$ cat src/rtl/pi_ratio_div.sv
// pi_ratio_div: sequential restoring divider producing pi ~= 4*hits/total as unsigned fixed point.
module pi_ratio_div #(
  parameter int WIDTH = 8,
  parameter int FRAC  = 6
) (
  input  logic             clk,
  input  logic             rst,
  input  logic             start,
  input  logic [WIDTH-1:0] hits,
  input  logic [WIDTH-1:0] total,
  output logic             busy,
  output logic             done,
  output logic [FRAC+2:0]  pi_q,
  output logic             div_zero,
  output logic             ovf
);
  localparam int QW = FRAC + 3;
  localparam int N  = WIDTH + FRAC + 2;
  localparam int CW = $clog2(N);

  typedef enum logic [1:0] {IDLE, DIV, FIN} state_t;

  state_t           r_state, w_next;
  logic [N-1:0]     r_dvd, r_quo, w_quo_n;
  logic [WIDTH-1:0] r_dvs;
  logic [WIDTH:0]   r_rem, w_rem_n;
  logic [WIDTH+1:0] w_rs;
  logic [CW-1:0]    r_cnt;
  logic [QW-1:0]    r_pi;
  logic             r_dz, r_ovf, r_zp, w_ge, w_ovf;

  assign w_rs    = {r_rem, r_dvd[N-1]};
  assign w_ge    = w_rs >= {2'b00, r_dvs};
  assign w_rem_n = w_ge ? (WIDTH+1)'(w_rs - {2'b00, r_dvs}) : (WIDTH+1)'(w_rs);
  assign w_quo_n = N'({r_quo, w_ge});
  assign w_ovf   = |w_quo_n[N-1:QW];

  always_ff @(posedge clk or negedge rst)
    if (!rst) r_state <= IDLE;
    else      r_state <= w_next;

  // A zero divisor spends one silent DIV cycle (busy masked) so its result lands one edge after start.
  always_comb
    w_next = r_state == IDLE ? (start ? DIV : IDLE) :
             r_state == DIV  ? (r_cnt == '0 ? FIN : DIV) : IDLE;

  always_comb begin
    busy = (r_state == DIV) && !r_zp;
    done = r_state == FIN;
  end

  always_ff @(posedge clk or negedge rst)
    if (!rst) begin
      r_dvd <= '0;
      r_dvs <= '0;
      r_rem <= '0;
      r_quo <= '0;
      r_cnt <= '0;
      r_zp  <= 1'b0;
      r_pi  <= '0;
      r_dz  <= 1'b0;
      r_ovf <= 1'b0;
    end else if (r_state == IDLE && start) begin
      r_dvd <= {hits, {(FRAC+2){1'b0}}};
      r_dvs <= total;
      r_rem <= '0;
      r_quo <= '0;
      r_zp  <= total == '0;
      r_cnt <= total == '0 ? '0 : CW'(N-1);
    end else if (r_state == DIV) begin
      r_dvd <= r_dvd << 1;
      r_rem <= w_rem_n;
      r_quo <= w_quo_n;
      if (r_cnt != '0) r_cnt <= r_cnt - 1'b1;
      else begin
        r_zp  <= 1'b0;
        r_dz  <= r_zp;
        r_ovf <= !r_zp && w_ovf;
        r_pi  <= (r_zp || w_ovf) ? '1 : w_quo_n[QW-1:0];
      end
    end

  assign pi_q     = r_pi;
  assign div_zero = r_dz;
  assign ovf      = r_ovf;
endmodule

$ cat config.mk
export PLATFORM = sky130hd
export DESIGN_NAME = pi_ratio_div
export DESIGN_NICKNAME = d
export VERILOG_FILES = /design/src/rtl/pi_ratio_div.sv
export SDC_FILE = /design/constraint.sdc
export NUM_CORES = 1
export LEC_CHECK = 0
export CAP_MARGIN = 0
export CORE_MARGIN = 1.5
export CORE_UTILIZATION = 56
export DETAILED_ROUTE_END_ITERATION = 10
export GPL_TIMING_DRIVEN = 1
export PLACE_DENSITY = 0.88
export RECOVER_POWER = 50
export SYNTH_ARGS = -nofsm -noshare
export SYNTH_HDL_FRONTEND = slang
export SYNTH_SLANG_ARGS = --single-unit
$ cat constraint.sdc
create_clock -name clk -period 3 [get_ports clk]
set_input_delay 0.75 -clock clk [delete_from_list [all_inputs] [get_ports clk]]
set_output_delay 0.75 -clock clk [all_outputs]
set_load 0.05 [all_outputs]
==> impl_results.md, run 1 <==
- Clock latency of the later-clocked register in the worst-skew pair: 0.33 ns
- Number of buffers inserted during clock tree synthesis: 9
- GRT Resource Usage Total: 24.4%
- Setup slack of the most critical reg-to-reg path: between 0.5 and 0.6 ns
- Max-cap violations: 0
- Pre-CTS setup slack: 0.403 ns
- NumNets Final: 341
- Final Critical Period: approximately 2.8 ns
- Cell taking the most area after synthesis: sky130_fd_sc_hd__dfrtp_1
- Reported leakage power: ~1.5 nW
- Syn nets: 306
- Number of warnings issued by yosys: 0
- Fin worst setup slack: roughly 0.21 ns
- Inserted Diodes: 0
- Fraction of registers with async set or reset after synthesis: 100%
- Endpoint, Worst Hold: div_zero
- Total standard cell area after synthesis: a little under 0.003 mm^2
- Area of the core region: 0.00485 mm^2
- TritonCTS clock tree: yes
- Distinct cells, synth: just under 50
- Quantity of I/O buffers inserted on ports: 31
- RSZ-0062 raised after global routing: no
- Largest stage delay, worst path: 0.82 ns
- Count of pins over their slew limit: 0
- Vias in the first global route: 2209
- Total wirelength of the detailed-routed design: 6090 um
- Iteration-0 DRC count of the detailed router: 163
- PostCTS Resize Cnt: 0
- Final critical-path share of the clock period: a little over 90%
- Master of the slowest instance on the critical path: sky130_fd_sc_hd__clkdlybuf4s50_1
- Final ANT Viol Nets: 0
- Min-Delay Path Depth: 2
- Vertical die dimension: about 75 um
- Clock sink count: 58
- Relative slew slack: between 20 and 30%
- Fmax: ~0.36 GHz
- Root Driver: sky130_fd_sc_hd__clkbuf_8
- Global-route wire length before repair: 10200 um
- Clock transition at the registers of the reported paths: 0.07 ns
- Critical setup path kind: reg -> out
- Floorplan row count: 25
- Flip-flop cell with the highest count after synthesis: sky130_fd_sc_hd__dfrtp_1
- Final Skew: approximately 0.012 ns
- Number of enable flip-flop cells after synthesis: 0
- Critical R2R Capture: r_rem[7]
- Final routed wire length divided by cell count: 15.9 um
- Commonest non-fill, non-tap cell in the layout: sky130_fd_sc_hd__dfrtp_1
- Die area: between 0.005 and 0.006 mm^2
- Clk buf depth: 2
- Quantity of hold-fixing buffers added after cts: 0
- DRC violations left: 0
- Sum of overflow across all layers after global routing: 0
- Area added between synthesis and finish: 18.5%
- Worst reg-to-reg path cell count: 8
- Startpoint of the worst register-to-register path: r_dvs[0]
- Maximum number of pins on one net before global-route repair: 29
- Worst EP arrival: slightly above 2 ns
- Top cells by area in the synthesized netlist: sky130_fd_sc_hd__dfrtp_1 (50%), sky130_fd_sc_hd__a22o_1 (4.8%), sky130_fd_sc_hd__ha_1 (4.3%)
- Total power density per cell area: 1330 mW/mm^2
- HP Class: reg -> reg
- Area share of the leading cell type in the synthesized netlist: 50.2%
- H-tree depth: 3
- Detailed placer's ending HPWL: 4260 um
- Startpoint type of the worst setup path: flip-flop
- Commonest cells after routing, fill and taps aside: sky130_fd_sc_hd__dfrtp_1 (58), sky130_fd_sc_hd__clkdlybuf4s50_1 (29), sky130_fd_sc_hd__nand2_1 (22)
- Post-CTS setup repair buffer count: 0
- Endpoint kind of the worst setup timing path: primary output
- Least-Margin Pin Slew: 1.07 ns
- Antenna violations before repair: 0
- Final setup viols: 0
- Largest fanout on the critical path: 12
- Min-delay src: div_zero
- Worst IR Drop VDD: 0.896 mV
- I/O pin count: 32
- Required time of the critical path: approximately 2.3 ns
- Endpoints failing hold: 0
- Flip-flop and latch count after synthesis: 58
- Number of standard cells after synthesis: 276
- Synthesized area per cell: roughly 10 um^2
- Placer's final routability congestion estimate: approximately 0.84
- Die outline width: 74.9 um
- Outcome: completed
- Post-synthesis sequential area ratio: 50.2%
- Via count of the routed design: roughly 2200
- Initial cell density of the core: between 50% and 60%
- Share of final-layout standard cells stronger than drive strength 1: 11.1%
- Setup_tns: 0 ns
- DRT Pass-1 Iters: 4
- Worst path cell trace: nand2b_1 -> nor2_1 -> clkdlybuf4s50_1
- Detail-routed via count per cell: 5.87
layout make-up:
cell class	instances	area [um^2]
well taps	67	83.8
fillers	359	1420
flip-flops and latches	58	1450
inverters	17	63.8
clock buffers	11	141
multi-input cells	185	1290
repair buffers	40	360
clock inverters	5	30.0
Yosys cell counts, types with 2 or more instances:
library cell               number
sky130_fd_sc_hd__dfrtp_1       58
sky130_fd_sc_hd__nand2_1       22
sky130_fd_sc_hd__inv_1         17
sky130_fd_sc_hd__a22o_1        16
sky130_fd_sc_hd__o21ai_0       16
sky130_fd_sc_hd__a21oi_1       14
sky130_fd_sc_hd__nor2_1        11
sky130_fd_sc_hd__o22a_1        11
sky130_fd_sc_hd__ha_1          10
sky130_fd_sc_hd__nor2b_1       10
sky130_fd_sc_hd__clkbuf_1       8
sky130_fd_sc_hd__a22oi_1        7
sky130_fd_sc_hd__nor3_1         6
sky130_fd_sc_hd__nand3_1        5
sky130_fd_sc_hd__mux2i_1        4
sky130_fd_sc_hd__nand2b_1       4
sky130_fd_sc_hd__nor4_1         4
sky130_fd_sc_hd__o311ai_1       4
sky130_fd_sc_hd__xnor2_1        4
sky130_fd_sc_hd__a31oi_1        3
sky130_fd_sc_hd__a32oi_1        3
sky130_fd_sc_hd__buf_6          3
sky130_fd_sc_hd__a211oi_1       2
sky130_fd_sc_hd__a21o_2         2
sky130_fd_sc_hd__and3_2         2
sky130_fd_sc_hd__buf_2          2
sky130_fd_sc_hd__clkbuf_2       2
sky130_fd_sc_hd__mux2_2         2
sky130_fd_sc_hd__o21a_1         2
sky130_fd_sc_hd__o21ai_2        2
sky130_fd_sc_hd__o21bai_1       2
sequential cells by signal, summed over array words and instances (netlist names), 2 cells and up:
| signal | count |
|---|---|
| pi_q | 9 |
| r_quo | 15 |
| r_rem | 9 |
| r_dvs | 8 |
| r_dvd | 8 |
| r_state | 2 |
| r_cnt | 4 |
critical path, delay by kind of cell (launching register included):
| family | cells | cell delay [ns] |
|---|---|---|
| flops | 1 | 0.53 |
| buf+inv | 1 | 0.82 |
| simple gates | 2 | 0.36 |
how the worst max path moves through the flow:
stage / to / cells after the start / start / slack, ns
final: busy / 3 / r_state[1] / 0.21
after global routing: busy / 3 / r_state[1] / 0.13
after CTS: busy / 3 / r_state[1] / 0.20
after detailed placement: r_cnt[3] / 6 / start / 0.40
after global placement: r_cnt[3] / 6 / start / 0.52
after floorplan: busy / 4 / r_state[1] / 0.69
per-stage QoR:
stage,util (%),power [mW],cell area [um^2],hold WS [ns],cells
CTS,70.9,4.55,3440,0.355,383
global route,70.7,4.90,3430,0.520,383
global placement,67.4,3.80,3270,0.467,367
floorplan,-,3.34,2890,0.454,276
detailed placement,67.4,3.91,3270,0.470,367
finish,70.7,4.54,3430,0.489,383
where the power goes:
group	switching (mW)	internal [mW]
clock	0.299	0.317
combinational	1.39	1.09
sequential	0.289	1.15
cell families (layout without fill, tap and decap cells):
kind of cell               after synthesis  count (layout)  synth area share (%)
buffers and inverters                   33              73                  5.24
DFF                                     58              58                  50.2
and+or+nand+nor                         73              73                  13.3
adders and majority gates               11              11                  5.02
AOI/OAI and AO/OA                       91              91                  22.8
muxes                                    6               6                  2.16
xor gates and xnor gates                 4               4                  1.21
layer usage:
layer  wire length (um)  GRT usage, %
met1               2690          30.7
met2               3070          40.4
met3                283          7.23
met4                 47          8.48
met5                  0             0
Power figures use the tool's default switching activity.
==> run 2, diff against run 1 <==
--- a/config.mk
+++ b/config.mk
@@ -6,7 +6,7 @@
 export NUM_CORES = 1
 export LEC_CHECK = 0
 export CAP_MARGIN = 0
-export CORE_MARGIN = 1.5
+export CORE_MARGIN = 2
 export CORE_UTILIZATION = 56
 export DETAILED_ROUTE_END_ITERATION = 10
 export GPL_TIMING_DRIVEN = 1
==> run 2 against run 1 <==
Register-to-register slack got worse by 0.11 ns. Worst hold slack got worse by 0.0040 ns. Via count increased by 2.0%. Flip-flop and latch count unchanged. Highest routed layer unchanged.
==> impl_results.md, run 2 (same netlist as run 1, synthesis figures left out) <==
- Startpoint of the most critical setup path: r_state[1]
- Inserted Diodes: 0
- Least-Margin Pin Slew: ~1.2 ns
- Vias in the first global route: 2292
- Number of buffers inserted during clock tree synthesis: 9
- GRT Resource Usage Total: 24.8%
- Area of the core region: around 0.0050 mm^2
- Die area: about 0.0058 mm^2
- Critical setup path kind: reg -> out
- Final routed wire length divided by cell count: roughly 17 um
- Final Skew: between 0.006 and 0.007 ns
- Relative slew slack: 17.4%
- TritonCTS clock tree: yes
- Outcome: completed
- Total power density per cell area: between 1000 and 1500 mW/mm^2
- H-tree depth: 3
- Detailed placer's ending HPWL: approximately 4300 um
- Total wirelength of the detailed-routed design: 6400 um
- Commonest non-fill, non-tap cell in the layout: sky130_fd_sc_hd__dfrtp_1
- I/O pin count: 32
- Placer's final routability congestion estimate: approximately 0.90
- Setup_tns: 0 ns
- Startpoint type of the worst setup path: flip-flop
- Global-route wire length before repair: 10600 um
- Register bank with the most flops: r_quo
- Quantity of hold-fixing buffers added after cts: 0
- Startpoint of the worst register-to-register path: r_dvd[15]
- DRC violations left: 0
- Master of the slowest instance on the critical path: sky130_fd_sc_hd__clkdlybuf4s50_1
- Die outline width: 75.9 um
- Iteration-0 DRC count of the detailed router: 159
- Layout filler cell count: 380
- Min-delay src: div_zero
- Commonest cells after routing, fill and taps aside: sky130_fd_sc_hd__dfrtp_1 (58), sky130_fd_sc_hd__clkdlybuf4s50_1 (29), sky130_fd_sc_hd__nand2_1 (22)
- Worst hold slack: between 0.4 and 0.5 ns
- DRT Pass-1 Iters: 4
- RSZ-0062 raised after global routing: no
- Sum of overflow across all layers after global routing: 0
- Clk buf depth: 2
- Vertical die dimension: 75.9 um
- Antenna violations before repair: 0
- Count of pins over their slew limit: 0
- Worst EP arrival: between 2 and 2.5 ns
- PostCTS Resize Cnt: 0
- Final cell utilization of the core: between 60% and 70%
- Quantity of I/O buffers inserted on ports: 31
- Root Driver: sky130_fd_sc_hd__clkbuf_8
- Final setup viols: 0
- Maximum number of pins on one net before global-route repair: 29
- Max-cap violations: 0
- Largest stage delay, worst path: 0.83 ns
- Endpoint kind of the worst setup timing path: primary output
- Worst path cell trace: nand2b_1 -> nor2_1 -> clkdlybuf4s50_1
- Clock transition at the registers of the reported paths: 0.06 ns
- HP Class: reg -> reg
- Share of final-layout standard cells stronger than drive strength 1: 10.8%
- Flip-flop count of the largest register after layout: 15
- Initial cell density of the core: between 50% and 60%
- Final critical-path share of the clock period: 93.6%
- Detail-routed via count per cell: approximately 6
- Required time of the critical path: 2.25 ns
- Clock sink count: 58
- Endpoints failing hold: 0
- Worst IR Drop VDD: 0.730 mV
- Post-CTS setup repair buffer count: 0
- Final ANT Viol Nets: 0
- NumNets Final: 341
- Floorplan row count: 26
- Reported leakage power: 1.50 nW
- Final Critical Period: ~2.8 ns
- Area added between synthesis and finish: 19.7%
- Via count of the routed design: roughly 2300
- Clock latency of the later-clocked register in the worst-skew pair: about 0.34 ns
- Fmax: between 0.3 and 0.4 GHz
- Largest fanout on the critical path: 12
[run 2: cell count changes in the layout (fill, tap and decap cells not counted), sizes merged]
cell	before	now
clkinvlp	2	1
bufinv	0	2
clkbuf	15	13
[run 2: critical path, delay by kind of cell (launching register included)]
family	cells	cell delay [ns]
flops	1	0.51
simple gates	2	0.38
buf+inv	1	0.83
[run 2: power by group]
group | internal, mW | leakage, nW | switching [mW] | total, mW
registers | 1.15 | 0.703 | 0.283 | 1.44
clock network | 0.458 | 0.105 | 0.314 | 0.772
logic | 1.09 | 0.691 | 1.44 | 2.53
[run 2: per-stage QoR]
step,worst slack (ns),cell area [um^2],instances,power [mW]
2_1_floorplan,0.686,2890,276,3.34
3_3_place_gp,0.462,3270,370,3.81
3_5_place_dp,0.445,3270,370,3.92
4_1_cts,0.165,3470,385,4.74
5_1_grt,0.0979,3460,385,5.07
6_report,0.191,3460,385,4.74
[run 2: worst paths after layout]
path / endpoint / slack (ns) / cells after the start
hold / removal: div_zero / 0.49 / 2
hold reg to reg: div_zero / 0.49 / 2
setup reg to reg: r_rem[3] / 0.43 / 8
min in group asynchronous: ovf / 0.66 / 1
max in group asynchronous: r_dvd[12] / 0.83 / 2
setup / recovery: busy / 0.19 / 3
[run 2: cell type report]
type,count,area [um^2],share of cell area (%)
clock buffers,9,124,3.58
clock inverters,6,82.6,2.39
inverters,17,63.8,1.84
multi-input cells,185,1290,37.3
flip-flops and latches,58,1450,41.9
well taps,70,87.6,2.53
repair buffers,40,360,10.4
[run 2: layer usage]
layer	part of all wire (%)	vias to the layer above	track usage, %	routed length, um
met2	48	78	38.6	3080
met1	44	1115	31.6	2820
li1	-	1083	-	-
met5	0	-	0	0
met4	2.7	0	14.2	170
met3	5.2	18	5.82	336
==> run 3, diff against run 2 <==
--- a/config.mk
+++ b/config.mk
@@ -12,6 +12,7 @@
 export GPL_TIMING_DRIVEN = 1
 export PLACE_DENSITY = 0.88
 export RECOVER_POWER = 50
+export SKIP_CTS_REPAIR_TIMING = 1
 export SYNTH_ARGS = -nofsm -noshare
 export SYNTH_HDL_FRONTEND = slang
 export SYNTH_SLANG_ARGS = --single-unit
==> constraint.sdc (replaced) <==
create_clock -name clk -period 3 [get_ports clk]
set_input_delay 0.9 -clock clk [delete_from_list [all_inputs] [get_ports clk]]
set_output_delay 0.9 -clock clk [all_outputs]
set_load 0.05 [all_outputs]
==> run 3 against run 2 <==
Via count fell by 2.1%. Global-route usage fell by 0.97 points. Worst hold slack improved by 0.023 ns. Largest power group unchanged.
==> impl_results.md, run 3 (same netlist as run 1, synthesis figures left out) <==
- Reported leakage power: approximately 1.5 nW
- Sequential group share of total power: 30.4%
- DRT Pass-1 Iters: 4
- Sw frac: 42.2%
- Detailed placer's ending HPWL: between 4000 and 5000 um
- Area added between synthesis and finish: 19.8%
- Via count of the routed design: ~2200
- Worst path cell trace: nor2b_1 -> clkdlybuf4s50_1
- Total wirelength of the detailed-routed design: roughly 6100 um
- Share of final-layout standard cells stronger than drive strength 1: about 11%
- Worst IR Drop VDD: around 0.77 mV
- Worst EP arrival: 1.90 ns
- Initial cell density of the core: 57.3%
- Setup slack of the most critical reg-to-reg path: 0.52 ns
- Fmax: 0.357 GHz
- RSZ-0062 raised after global routing: no
- Required time of the critical path: 2.10 ns
- DP Area: 0.00326 mm^2
- Detail-routed via count per cell: 5.83
- Startpoint of the worst register-to-register path: r_dvd[15]
- I/O pin count: 32
- Final Critical Period: ~2.8 ns
- Net switching power of the design: 1.99 mW
- Sum of overflow across all layers after global routing: 0
- GRT Resource Usage Total: 23.8%
- Endpoint kind of the worst setup timing path: primary output
- Critical R2R Capture: r_rem[5]
- NumNets Final: 340
- Global-route wire length before repair: 10100 um
- Outcome: completed
- Family with the most delay on the worst path: buffers and inverters
- HP Class: reg -> reg
- Endpoints failing hold: 0
- Pre-CTS setup slack: 0.376 ns
- Final routed wire length divided by cell count: 16.0 um
- Least-Margin Pin Slew: roughly 1.2 ns
- Final Skew: about 0.0086 ns
- Summed area of non-filler cells in the final layout: around 0.0035 mm^2
- Critical setup path kind: reg -> out
- Area of the core region: between 0.005 and 0.006 mm^2
- Quantity of I/O buffers inserted on ports: 31
- Largest stage delay, worst path: 0.81 ns
- Total power density per cell area: 1360 mW/mm^2
- Iteration-0 DRC count of the detailed router: 187
- Worst reg-to-reg path cell count: 9
- Floorplan row count: 26
- Final critical-path share of the clock period: between 90% and 100%
- Fin worst setup slack: about 0.20 ns
- Clock transition at the registers of the reported paths: about 0.070 ns
- Largest fanout on the critical path: 12
- Footprint of the multi-input gates: 0.00129 mm^2
- Share of total power in combinational logic: 52.7%
- Maximum number of pins on one net before global-route repair: 29
- Final setup viols: 0
- Endpoint, Worst Hold: pi_q[6]
- Clock sink count: 58
- Placer's final routability congestion estimate: 0.855
- Final ANT Viol Nets: 0
- Vertical die dimension: between 70 and 80 um
- Total internal power: 2.72 mW
- Layout filler cell count: 385
- Relative slew slack: a little over a fifth
- Flip-flop count of the largest register after layout: 15
- Die area: 0.00575 mm^2
- Vias in the first global route: 2144
- Count of pins over their slew limit: 0
- Critical path buffer and inverter count: 1
- Number of buffers inserted during clock tree synthesis: 9
- Root Driver: sky130_fd_sc_hd__clkbuf_8
- Master of the slowest instance on the critical path: sky130_fd_sc_hd__clkdlybuf4s50_1
- Storage cell area: between 0.001 and 0.0015 mm^2
- H-tree depth: 3
- Register bank with the most flops: r_quo
- Commonest cells after routing, fill and taps aside: sky130_fd_sc_hd__dfrtp_1 (58), sky130_fd_sc_hd__clkdlybuf4s50_1 (28), sky130_fd_sc_hd__nand2_1 (22)
- Clock latency of the later-clocked register in the worst-skew pair: 0.34 ns
- Startpoint type of the worst setup path: flip-flop
- Die outline width: 75.9 um
- TritonCTS clock tree: yes
- DRC violations left: 0
- Commonest non-fill, non-tap cell in the layout: sky130_fd_sc_hd__dfrtp_1
- Startpoint of the most critical setup path: r_state[1]
- Clock group share of total power: between 10% and 20%
- Max-cap violations: 0
- Min-Delay Path Depth: 1
- Inserted Diodes: 0
- Clk buf depth: 2
- Worst hold slack: 0.508 ns
- Antenna violations before repair: 0
- Min-delay src: pi_q[6]
- Setup_tns: 0 ns
-- run 3: layout make-up --
cell class | count | share of cell area, %
clock buffers | 11 | 4.08
clock inverters | 5 | 2.24
inverters | 17 | 1.84
multi-input cells | 185 | 37.3
flip-flops and latches | 58 | 41.9
well taps | 70 | 2.53
repair buffers | 39 | 10.1
-- run 3: routing by layer --
| metal | GRT usage (%) | wire [um] | vias up |
|---|---|---|---|
| met2 | 37.2 | 3080 | 50 |
| met1 | 31.3 | 2710 | 1113 |
| met4 | 7.80 | 37 | 0 |
| met5 | 0 | 0 | - |
| met3 | 8.20 | 323 | 6 |
| li1 | - | - | 1076 |
-- run 3: stage by stage --
step                      total power [mW]  std cells  util [%]
after global routing                  5.04        385      68.7
after floorplan                       3.34        276         -
after CTS                             4.72        385      68.9
after global placement                3.78        369      64.6
final                                 4.71        385      68.7
after detailed placement              3.89        369      64.6
-- run 3: power by group through the flow --
stage | sequential (mW) | clock (mW) | combinational (mW)
floorplan | 1.55 | 0 | 1.78
global placement | 1.42 | 0 | 2.36
detailed placement | 1.43 | 0 | 2.46
CTS | 1.43 | 0.806 | 2.48
global route | 1.48 | 0.844 | 2.72
finish | 1.43 | 0.793 | 2.48
-- run 3: worst max-delay path by stage --
stage / cells after the start / slack [ns] / endpoint
6_report: 2 / 0.20 / done
4_1_cts: 2 / 0.18 / done
3_3_place_gp: 6 / 0.41 / r_cnt[3]
3_5_place_dp: 6 / 0.38 / r_cnt[3]
2_1_floorplan: 4 / 0.54 / busy
5_1_grt: 2 / 0.09 / done
